--- config.mk ---
export PLATFORM = sky130hd
export DESIGN_NAME = cpu_run_ctrl
export DESIGN_NICKNAME = d
export VERILOG_FILES = /design/src/rtl/cpu_ctrl_pkg.sv /design/src/rtl/readback_port.sv /design/src/rtl/cpu_run_ctrl.sv
export SDC_FILE = /design/constraint.sdc
export NUM_CORES = 1
export LEC_CHECK = 0
export CORE_MARGIN = 2
export CORE_UTILIZATION = 44
export CTS_CLUSTER_DIAMETER = 60
export CTS_CLUSTER_SIZE = 12
export DETAILED_ROUTE_END_ITERATION = 8
export PLACE_DENSITY = 0.77
export RECOVER_POWER = 100
export SYNTH_ARGS = -nofsm -noshare
export SYNTH_HDL_FRONTEND = slang
export SYNTH_SLANG_ARGS = --single-unit
--- constraint.sdc ---
create_clock -name i_clk -period 2.5 [get_ports i_clk]
set_input_delay 0.375 -clock i_clk [delete_from_list [all_inputs] [get_ports i_clk]]
set_output_delay 0.375 -clock i_clk [all_outputs]
set_load 0.01 [all_outputs]
--- src/rtl/cpu_ctrl_pkg.sv ---
// rtl/cpu_ctrl_pkg.sv - shared types and constants for the CPU run sequencer
package cpu_ctrl_pkg;

  typedef enum logic [2:0] {
    ST_IDLE,
    ST_LOAD_I,
    ST_LOAD_D,
    ST_RUN,
    ST_DRAIN,
    ST_DONE
  } run_state_e;

  localparam int DRAIN_CYCLES_DEF = 4;
  localparam int WORD_BYTES       = 4;

  function automatic logic [31:0] word_to_byte(input logic [31:0] idx);
    return idx * 32'(WORD_BYTES);
  endfunction

endpackage

--- src/rtl/readback_port.sv ---
// rtl/readback_port.sv - single-outstanding data-memory readback pipeline for the DONE state
module readback_port (
  input  logic        i_clk,
  input  logic        i_arst_n,
  input  logic        i_enable,
  input  logic        i_req,
  input  logic [31:0] i_rdata,
  output logic        o_issue,
  output logic        o_valid,
  output logic [31:0] o_data
);

  logic        r_pending;
  logic        r_valid;
  logic [31:0] r_data;

  // The memory read is combinational while the read enable is up, so data is captured in the pending cycle.
  assign o_issue = i_enable && i_req && !r_pending;

  always_ff @(posedge i_clk or negedge i_arst_n) begin
    if (!i_arst_n) begin
      r_pending <= 1'b0;
      r_valid   <= 1'b0;
      r_data    <= '0;
    end else begin
      r_pending <= o_issue;
      r_valid   <= r_pending;
      if (r_pending) begin
        r_data <= i_rdata;
      end
    end
  end

  assign o_valid = r_valid;
  assign o_data  = r_data;

endmodule

--- src/rtl/cpu_run_ctrl.sv ---
// rtl/cpu_run_ctrl.sv - load, run, drain and readback sequencer for the pipelined CPU
module cpu_run_ctrl
  import cpu_ctrl_pkg::*;
#(
  parameter int CNT_W        = 11,
  parameter int DRAIN_CYCLES = DRAIN_CYCLES_DEF
) (
  input  logic             i_clk,
  input  logic             i_arst_n,
  input  logic             i_start,
  input  logic [CNT_W-1:0] i_n_instr,
  input  logic [CNT_W-1:0] i_n_data,
  input  logic [31:0]      i_halt_pc,
  input  logic [31:0]      i_max_cycles,
  input  logic             i_ld_valid,
  output logic             o_ld_ready,
  input  logic [31:0]      i_ld_data,
  input  logic [31:0]      i_cpu_pc,
  output logic             o_cpu_enable,
  output logic [31:0]      o_imem_addr_ext,
  output logic [31:0]      o_imem_wdata_ext,
  output logic             o_imem_wen_ext,
  output logic [31:0]      o_dmem_addr_ext,
  output logic [31:0]      o_dmem_wdata_ext,
  output logic             o_dmem_wen_ext,
  output logic             o_dmem_ren_ext,
  input  logic [31:0]      i_dmem_rdata_ext,
  input  logic             i_rd_req,
  input  logic [CNT_W-1:0] i_rd_addr,
  output logic             o_rd_valid,
  output logic [31:0]      o_rd_data,
  output logic             o_busy,
  output logic             o_done,
  output logic             o_timeout,
  output logic [31:0]      o_cycle_count
);

  localparam int DRN_W = (DRAIN_CYCLES > 1) ? $clog2(DRAIN_CYCLES) : 1;

  run_state_e       r_state;
  logic [CNT_W-1:0] r_n_instr;
  logic [CNT_W-1:0] r_n_data;
  logic [CNT_W-1:0] r_k;
  logic [31:0]      r_halt_pc;
  logic [31:0]      r_max;
  logic [31:0]      r_pc;
  logic [31:0]      r_cnt;
  logic [DRN_W-1:0] r_drain;
  logic             r_ld_ready;
  logic             r_cpu_en;
  logic             r_imem_wen;
  logic [31:0]      r_imem_addr;
  logic [31:0]      r_imem_wdata;
  logic             r_dmem_wen;
  logic             r_dmem_ren;
  logic [31:0]      r_dmem_addr;
  logic [31:0]      r_dmem_wdata;
  logic             r_busy;
  logic             r_done;
  logic             r_timeout;

  logic w_hs;
  logic w_last_i;
  logic w_last_d;
  logic w_rb_en;
  logic w_rb_issue;

  assign w_hs     = i_ld_valid && r_ld_ready;
  assign w_last_i = (r_k == r_n_instr - CNT_W'(1));
  assign w_last_d = (r_k == r_n_data - CNT_W'(1));
  assign w_rb_en  = (r_state == ST_DONE);

  readback_port u_readback (
    .i_clk    (i_clk),
    .i_arst_n (i_arst_n),
    .i_enable (w_rb_en),
    .i_req    (i_rd_req),
    .i_rdata  (i_dmem_rdata_ext),
    .o_issue  (w_rb_issue),
    .o_valid  (o_rd_valid),
    .o_data   (o_rd_data)
  );

  always_ff @(posedge i_clk or negedge i_arst_n) begin
    if (!i_arst_n) begin
      r_state      <= ST_IDLE;
      r_n_instr    <= '0;
      r_n_data     <= '0;
      r_k          <= '0;
      r_halt_pc    <= '0;
      r_max        <= '0;
      r_pc         <= '0;
      r_cnt        <= '0;
      r_drain      <= '0;
      r_ld_ready   <= 1'b0;
      r_cpu_en     <= 1'b0;
      r_imem_wen   <= 1'b0;
      r_imem_addr  <= '0;
      r_imem_wdata <= '0;
      r_dmem_wen   <= 1'b0;
      r_dmem_ren   <= 1'b0;
      r_dmem_addr  <= '0;
      r_dmem_wdata <= '0;
      r_busy       <= 1'b0;
      r_done       <= 1'b0;
      r_timeout    <= 1'b0;
    end else begin
      r_pc       <= i_cpu_pc;
      r_imem_wen <= 1'b0;
      r_dmem_wen <= 1'b0;
      r_dmem_ren <= w_rb_issue;
      if (w_rb_issue) begin
        r_dmem_addr <= word_to_byte(32'(i_rd_addr));
      end
      if (r_cpu_en && (r_cnt != '1)) begin
        r_cnt <= r_cnt + 32'd1;
      end

      case (r_state)
        ST_IDLE, ST_DONE: begin
          if (i_start) begin
            r_n_instr <= i_n_instr;
            r_n_data  <= i_n_data;
            r_halt_pc <= i_halt_pc;
            r_max     <= i_max_cycles;
            r_k       <= '0;
            r_cnt     <= '0;
            r_done    <= 1'b0;
            r_timeout <= 1'b0;
            r_busy    <= 1'b1;
            if (i_n_instr != '0) begin
              r_state    <= ST_LOAD_I;
              r_ld_ready <= 1'b1;
            end else if (i_n_data != '0) begin
              r_state    <= ST_LOAD_D;
              r_ld_ready <= 1'b1;
            end else begin
              r_state <= ST_RUN;
            end
          end
        end

        ST_LOAD_I: begin
          if (w_hs) begin
            r_imem_wen   <= 1'b1;
            r_imem_addr  <= word_to_byte(32'(r_k));
            r_imem_wdata <= i_ld_data;
            if (w_last_i) begin
              r_k <= '0;
              if (r_n_data != '0) begin
                r_state <= ST_LOAD_D;
              end else begin
                r_state    <= ST_RUN;
                r_ld_ready <= 1'b0;
              end
            end else begin
              r_k <= r_k + CNT_W'(1);
            end
          end
        end

        ST_LOAD_D: begin
          if (w_hs) begin
            r_dmem_wen   <= 1'b1;
            r_dmem_addr  <= word_to_byte(32'(r_k));
            r_dmem_wdata <= i_ld_data;
            if (w_last_d) begin
              r_k        <= '0;
              r_state    <= ST_RUN;
              r_ld_ready <= 1'b0;
            end else begin
              r_k <= r_k + CNT_W'(1);
            end
          end
        end

        // The first RUN cycle only raises enable, so the last load write lands before the CPU moves.
        ST_RUN: begin
          if (!r_cpu_en) begin
            r_cpu_en <= 1'b1;
          end else if (r_pc == r_halt_pc) begin
            r_state <= ST_DRAIN;
            r_drain <= '0;
          end else if ((r_max != 32'd0) && (r_cnt + 32'd1 == r_max)) begin
            r_state   <= ST_DONE;
            r_cpu_en  <= 1'b0;
            r_busy    <= 1'b0;
            r_done    <= 1'b1;
            r_timeout <= 1'b1;
          end
        end

        ST_DRAIN: begin
          if (r_drain == DRN_W'(DRAIN_CYCLES - 1)) begin
            r_state  <= ST_DONE;
            r_cpu_en <= 1'b0;
            r_busy   <= 1'b0;
            r_done   <= 1'b1;
          end else begin
            r_drain <= r_drain + DRN_W'(1);
          end
        end

        default: r_state <= ST_IDLE;
      endcase
    end
  end

  assign o_ld_ready       = r_ld_ready;
  assign o_cpu_enable     = r_cpu_en;
  assign o_imem_addr_ext  = r_imem_addr;
  assign o_imem_wdata_ext = r_imem_wdata;
  assign o_imem_wen_ext   = r_imem_wen;
  assign o_dmem_addr_ext  = r_dmem_addr;
  assign o_dmem_wdata_ext = r_dmem_wdata;
  assign o_dmem_wen_ext   = r_dmem_wen;
  assign o_dmem_ren_ext   = r_dmem_ren;
  assign o_busy           = r_busy;
  assign o_done           = r_done;
  assign o_timeout        = r_timeout;
  assign o_cycle_count    = r_cnt;

endmodule

==> Flow_metrics.wiki <==
{| class="wikitable"
! Metric !! Value
|-
| Result of the run || complete, but fails checks
|-
| Violated checks || negative setup slack
|-
| Critical setup path kind || reg2reg
|-
| Synth top area cells || sky130_fd_sc_hd__dfrtp_1 (54%), sky130_fd_sc_hd__mux2_2 (15%), sky130_fd_sc_hd__xnor2_1 (5.2%)
|-
| Multiplexer share of the synthesized area || 15.5%
|-
| Number of buffers on the longest clock path || 3
|-
| Number of global-route vias before repair || 11,700
|-
| Top-level I/O count || 399
|-
| Placeable core region || around 33,000 µm²
|-
| Crit path cell chain || buf_4, buf_4, nand3_1, or3_4, or3_4, xnor2_1, nand3_1, nor4_2, buf_4, nand4_1, nor3b_2
|-
| Library cell used as clock root buffer || sky130_fd_sc_hd__clkbuf_16
|-
| Crit Path Max Fanout || 4
|-
| Placer Congestion || roughly 0.91
|-
| Min-Delay Path Class || in2reg
|-
| Unique cell type count in the Yosys netlist || between 70 and 80
|-
| Share of the clock period used by the worst path || 109%
|-
| 1st-pass router iterations || 5
|-
| Number of max-cap violations || 0
|-
| Sinks on Clock Net || 314
|-
| Largest family of logic cells by synthesized area || multiplexers
|-
| Number of diodes added for antenna fixing || 0
|-
| Clock latency on the worst-skew pair || 520 ps
|-
| Yosys warning count || 0
|-
| Post-route standard cell area excluding fillers || around 21,000 µm²
|-
| Maximum VDD drop || 0.684 mV
|-
| Type of element capturing the critical path || flip-flop
|-
| Adder and majority gate portion of the synthesized area || 0.431%
|-
| Count of vias placed by the detailed router || 11,500
|-
| Worst-case setup slack after placement || -269 ps
|-
| Fin Clk Skew || between 20 and 25 ps
|-
| Max Clock Freq || ~370 MHz
|-
| Cell class contributing the biggest share of worst-path delay || simple AND/OR/NAND/NOR gates
|-
| Startpoint of the worst-slack reg-to-reg timing path || o_cycle_count[14]$_DFF_PN0_
|-
| Depth of the worst register-to-register path || 11
|-
| Setup crit end || o_busy$_DFFE_PN0P_
|-
| Layout net count || roughly 1,900
|-
| Routed WL per cell || 18.4 µm
|-
| Non-filler cells, final || 2,186
|-
| Die outline width || about 190 µm
|-
| Global-route wire length before repair || approximately 63,000 µm
|-
| Req. time, crit path || slightly below 3000 ps
|-
| Height of the die || 186 µm
|-
| Largest incremental delay on the critical path || between 300 and 400 ps
|-
| Category of the worst setup path launch point || flip-flop
|-
| Pin count of the biggest net entering global routing || 84
|-
| Placement Cell Area || between 15,000 and 20,000 µm²
|-
| Period minus WS final || approximately 2700 ps
|-
| Cell row count || between 60 and 70
|-
| Most frequent cells in the layout || sky130_fd_sc_hd__dfrtp_1 (313), sky130_fd_sc_hd__dlygate4sd3_1 (200), sky130_fd_sc_hd__mux2_2 (186)
|-
| Most frequent standard cell in the layout excluding fill and tap cells || sky130_fd_sc_hd__dfrtp_1
|-
| Crit. path cell count || 11
|-
| Number of DRC violations after detailed routing || 0
|-
| Relative slew slack || 26.0%
|-
| Register-to-register setup slack || -230 ps
|-
| Synth Register Bits || between 300 and 400
|-
| GRT Total Usage || a little under a quarter
|-
| Fin worst setup slack || -232 ps
|-
| Standard cell with the maximum stage delay on the critical path || sky130_fd_sc_hd__or3_4
|-
| Leak Pwr || between 9 and 10 nW
|-
| Share of the core filled with cells in the final layout || roughly two thirds
|-
| Most Frequent Cell on Critical Path || sky130_fd_sc_hd__buf_4
|-
| Most used DFF post-synth || sky130_fd_sc_hd__dfrtp_1
|-
| Port Buffers || about 380
|-
| Total Die Area || 34,400 µm²
|-
| Synthesized-area fraction occupied by and/or/nand/nor cells || about an eighth
|-
| Number of enable flip-flop cells after synthesis || 0
|-
| Final hold vios || 0
|-
| Routed via count divided by cell count || between 5 and 6
|-
| Count of antenna-violating nets left after detailed routing || 0
|-
| Proportion of register bits with asynchronous set or reset after synthesis || 100%
|-
| Share of the yosys chip area belonging to registers || 54.1%
|-
| Initial cell density of the core || 44.6%
|-
| Compound-Gate Fraction of Synth Area || 6.82%
|-
| Post-Syn Instances || 1,234
|-
| TritonCTS clock tree || built
|-
| Post-layout total power || around 20 mW
|-
| Initial antenna violation count || 1
|-
| Final number of max-transition violations || 0
|-
| Reg-to-reg critical path endpoint || o_busy$_DFFE_PN0P_
|-
| Fraction of final layout cells with drive strength greater than 1 || 25.3%
|-
| Cell Pwr Density || 949 nW/µm²
|-
| Area of the mapped netlist || ~15,000 µm²
|-
| Fraction of synthesized cell area taken by the top area cell type || a little over half
|-
| Detailed router's first-iteration violation count || between 400 and 500
|-
| # H-tree levels || 2
|-
| Synthesized-area fraction occupied by xor and xnor cells || slightly below 7%
|-
| Setup repair after global routing missed its margin || yes
|-
| Worst Path Buf+Inv || 3
|-
| Number of placed instances with taps included || between 2,000 and 2,500
|-
| Avg Cell Area, Syn || about 12 µm²
|-
| Grt total ovfl || 0
|-
| Total wire length after detailed routing || around 40,000 µm
|-
| Worst slew pin tran || 1110 ps
|-
| Signed area change from the synthesized netlist to the final layout || 45.3%
|-
| Arrival time at the worst endpoint || around 3100 ps
|-
| Timing startpoint of the critical path || o_cycle_count[14]$_DFF_PN0_
|-
| Clock edge transition at the registers on the reported setup and hold paths || roughly 60 ps
|-
| Final setup violation count || 19
|-
| Post-DP HPWL || 29,600 µm
|-
| Post-synth top area cell || sky130_fd_sc_hd__dfrtp_1
|-
| Inserted Clock Buffers || 35
|}
through the flow:
step,hold slack [ps],TNS [ps]
6_report,405,-3230
5_1_grt,396,-11920
4_1_cts,275,-2580
3_5_place_dp,424,-4110
3_3_place_gp,421,-2530
2_1_floorplan,79.4,-1010
kinds of logic (layout without fill, tap and decap cells):
logic type	count (synthesis)	in the layout
xor gates and xnor gates	114	114
adders and majority gates	5	5
muxes	201	201
and+or+nand+nor	344	344
DFF	314	314
AOI/OAI and AO/OA	150	150
buffers and inverters	105	595
other	1	21
synthesized netlist by cell type (3+ instances only):
| master | n |
|---|---|
| sky130_fd_sc_hd__a211oi_1 | 4 |
| sky130_fd_sc_hd__a21o_1 | 4 |
| sky130_fd_sc_hd__mux2_2 | 188 |
| sky130_fd_sc_hd__or4_1 | 5 |
| sky130_fd_sc_hd__mux2i_1 | 13 |
| sky130_fd_sc_hd__a311oi_1 | 3 |
| sky130_fd_sc_hd__a31oi_1 | 12 |
| sky130_fd_sc_hd__o21ai_0 | 48 |
| sky130_fd_sc_hd__or3_1 | 24 |
| sky130_fd_sc_hd__clkbuf_1 | 53 |
| sky130_fd_sc_hd__and2_1 | 26 |
| sky130_fd_sc_hd__buf_2 | 10 |
| sky130_fd_sc_hd__nor4b_1 | 3 |
| sky130_fd_sc_hd__nand3b_1 | 3 |
| sky130_fd_sc_hd__o211ai_1 | 8 |
| sky130_fd_sc_hd__o31ai_1 | 5 |
| sky130_fd_sc_hd__nor2b_1 | 8 |
| sky130_fd_sc_hd__nor4_1 | 21 |
| sky130_fd_sc_hd__nand3_1 | 34 |
| sky130_fd_sc_hd__and4_1 | 3 |
| sky130_fd_sc_hd__ha_1 | 5 |
| sky130_fd_sc_hd__xor2_1 | 27 |
| sky130_fd_sc_hd__buf_4 | 21 |
| sky130_fd_sc_hd__nand2b_1 | 14 |
| sky130_fd_sc_hd__a22o_1 | 5 |
| sky130_fd_sc_hd__nor2_1 | 62 |
| sky130_fd_sc_hd__and3b_1 | 4 |
| sky130_fd_sc_hd__a41oi_1 | 3 |
| sky130_fd_sc_hd__or2_2 | 4 |
| sky130_fd_sc_hd__nand4_1 | 24 |
| sky130_fd_sc_hd__a21oi_1 | 29 |
| sky130_fd_sc_hd__inv_1 | 14 |
| sky130_fd_sc_hd__nor3_1 | 19 |
| sky130_fd_sc_hd__o221ai_1 | 3 |
| sky130_fd_sc_hd__xnor2_1 | 86 |
| sky130_fd_sc_hd__and3_1 | 11 |
| sky130_fd_sc_hd__nor3b_1 | 4 |
| sky130_fd_sc_hd__dfrtp_1 | 314 |
| sky130_fd_sc_hd__nand2_1 | 67 |
| sky130_fd_sc_hd__buf_1 | 4 |
cell type report:
cell class                      count  area [µm²]
Fill cell                        2537       11500
Sequential cell                   314        7860
Multi-Input combinational cell    835        6570
Timing Repair Buffer              531        4970
Clock buffer                       41         940
Tap cell                          442         553
Clock inverter                      9         149
Inverter                           14        52.6
registers in the layout (all words and copies together) (netlist names), 2 cells and up:
register	count
o_cycle_count	32
o_dmem_addr_ext	32
o_dmem_wdata_ext	32
o_imem_addr_ext	11
o_imem_wdata_ext	32
r_drain	2
r_halt_pc	32
r_k	11
r_max	32
r_n_data	11
r_n_instr	11
r_pc	32
r_state	3
u_readback.o_data	32
worst min path at each step:
stage / from / cells past startpoint / endpoint / slack [ps]
global placement: i_arst_n / 1 / r_pc[0]$_DFF_PN0_ / 420
global route: i_cpu_pc[1] / 1 / r_pc[1]$_DFF_PN0_ / 400
detailed placement: i_arst_n / 1 / r_pc[19]$_DFF_PN0_ / 420
CTS: i_cpu_pc[11] / 1 / r_pc[11]$_DFF_PN0_ / 280
floorplan: i_arst_n / 0 / o_busy$_DFFE_PN0P_ / 80
finish: i_cpu_pc[11] / 1 / r_pc[11]$_DFF_PN0_ / 400
power breakdown:
part | total, mW | internal [mW] | switching (mW) | leakage (nW)
sequential | 7.69 | 6.57 | 1.12 | 3.94
clock | 5.02 | 2.98 | 2.04 | 0.534
combinational | 7.30 | 4.09 | 3.21 | 4.69
total | 20.0 | 13.6 | 6.37 | 9.16
metal layers:
| layer | GRT usage, % | part of all wire (%) | vias up |
|---|---|---|---|
| met4 | 7.06 | 2.9 | 2 |
| met5 | 0 | 0.040 | - |
| met3 | 5.36 | 7.1 | 87 |
| li1 | - | - | 5331 |
| met1 | 29.6 | 41 | 5634 |
| met2 | 38.7 | 49 | 403 |
repair_timing:
action | in CTS | in global routing
endpoints found under the hold margin | 69 | 0
cloned | 0 | 1
hold buffers | 1 | 0
buffers inserted | 8 | 6
pin swaps | 14 | 11
endpoints found under the setup margin | 35 | 32
gates resized for setup | 24 | 30
No activity file was read; power rests on OpenSTA's default activity.
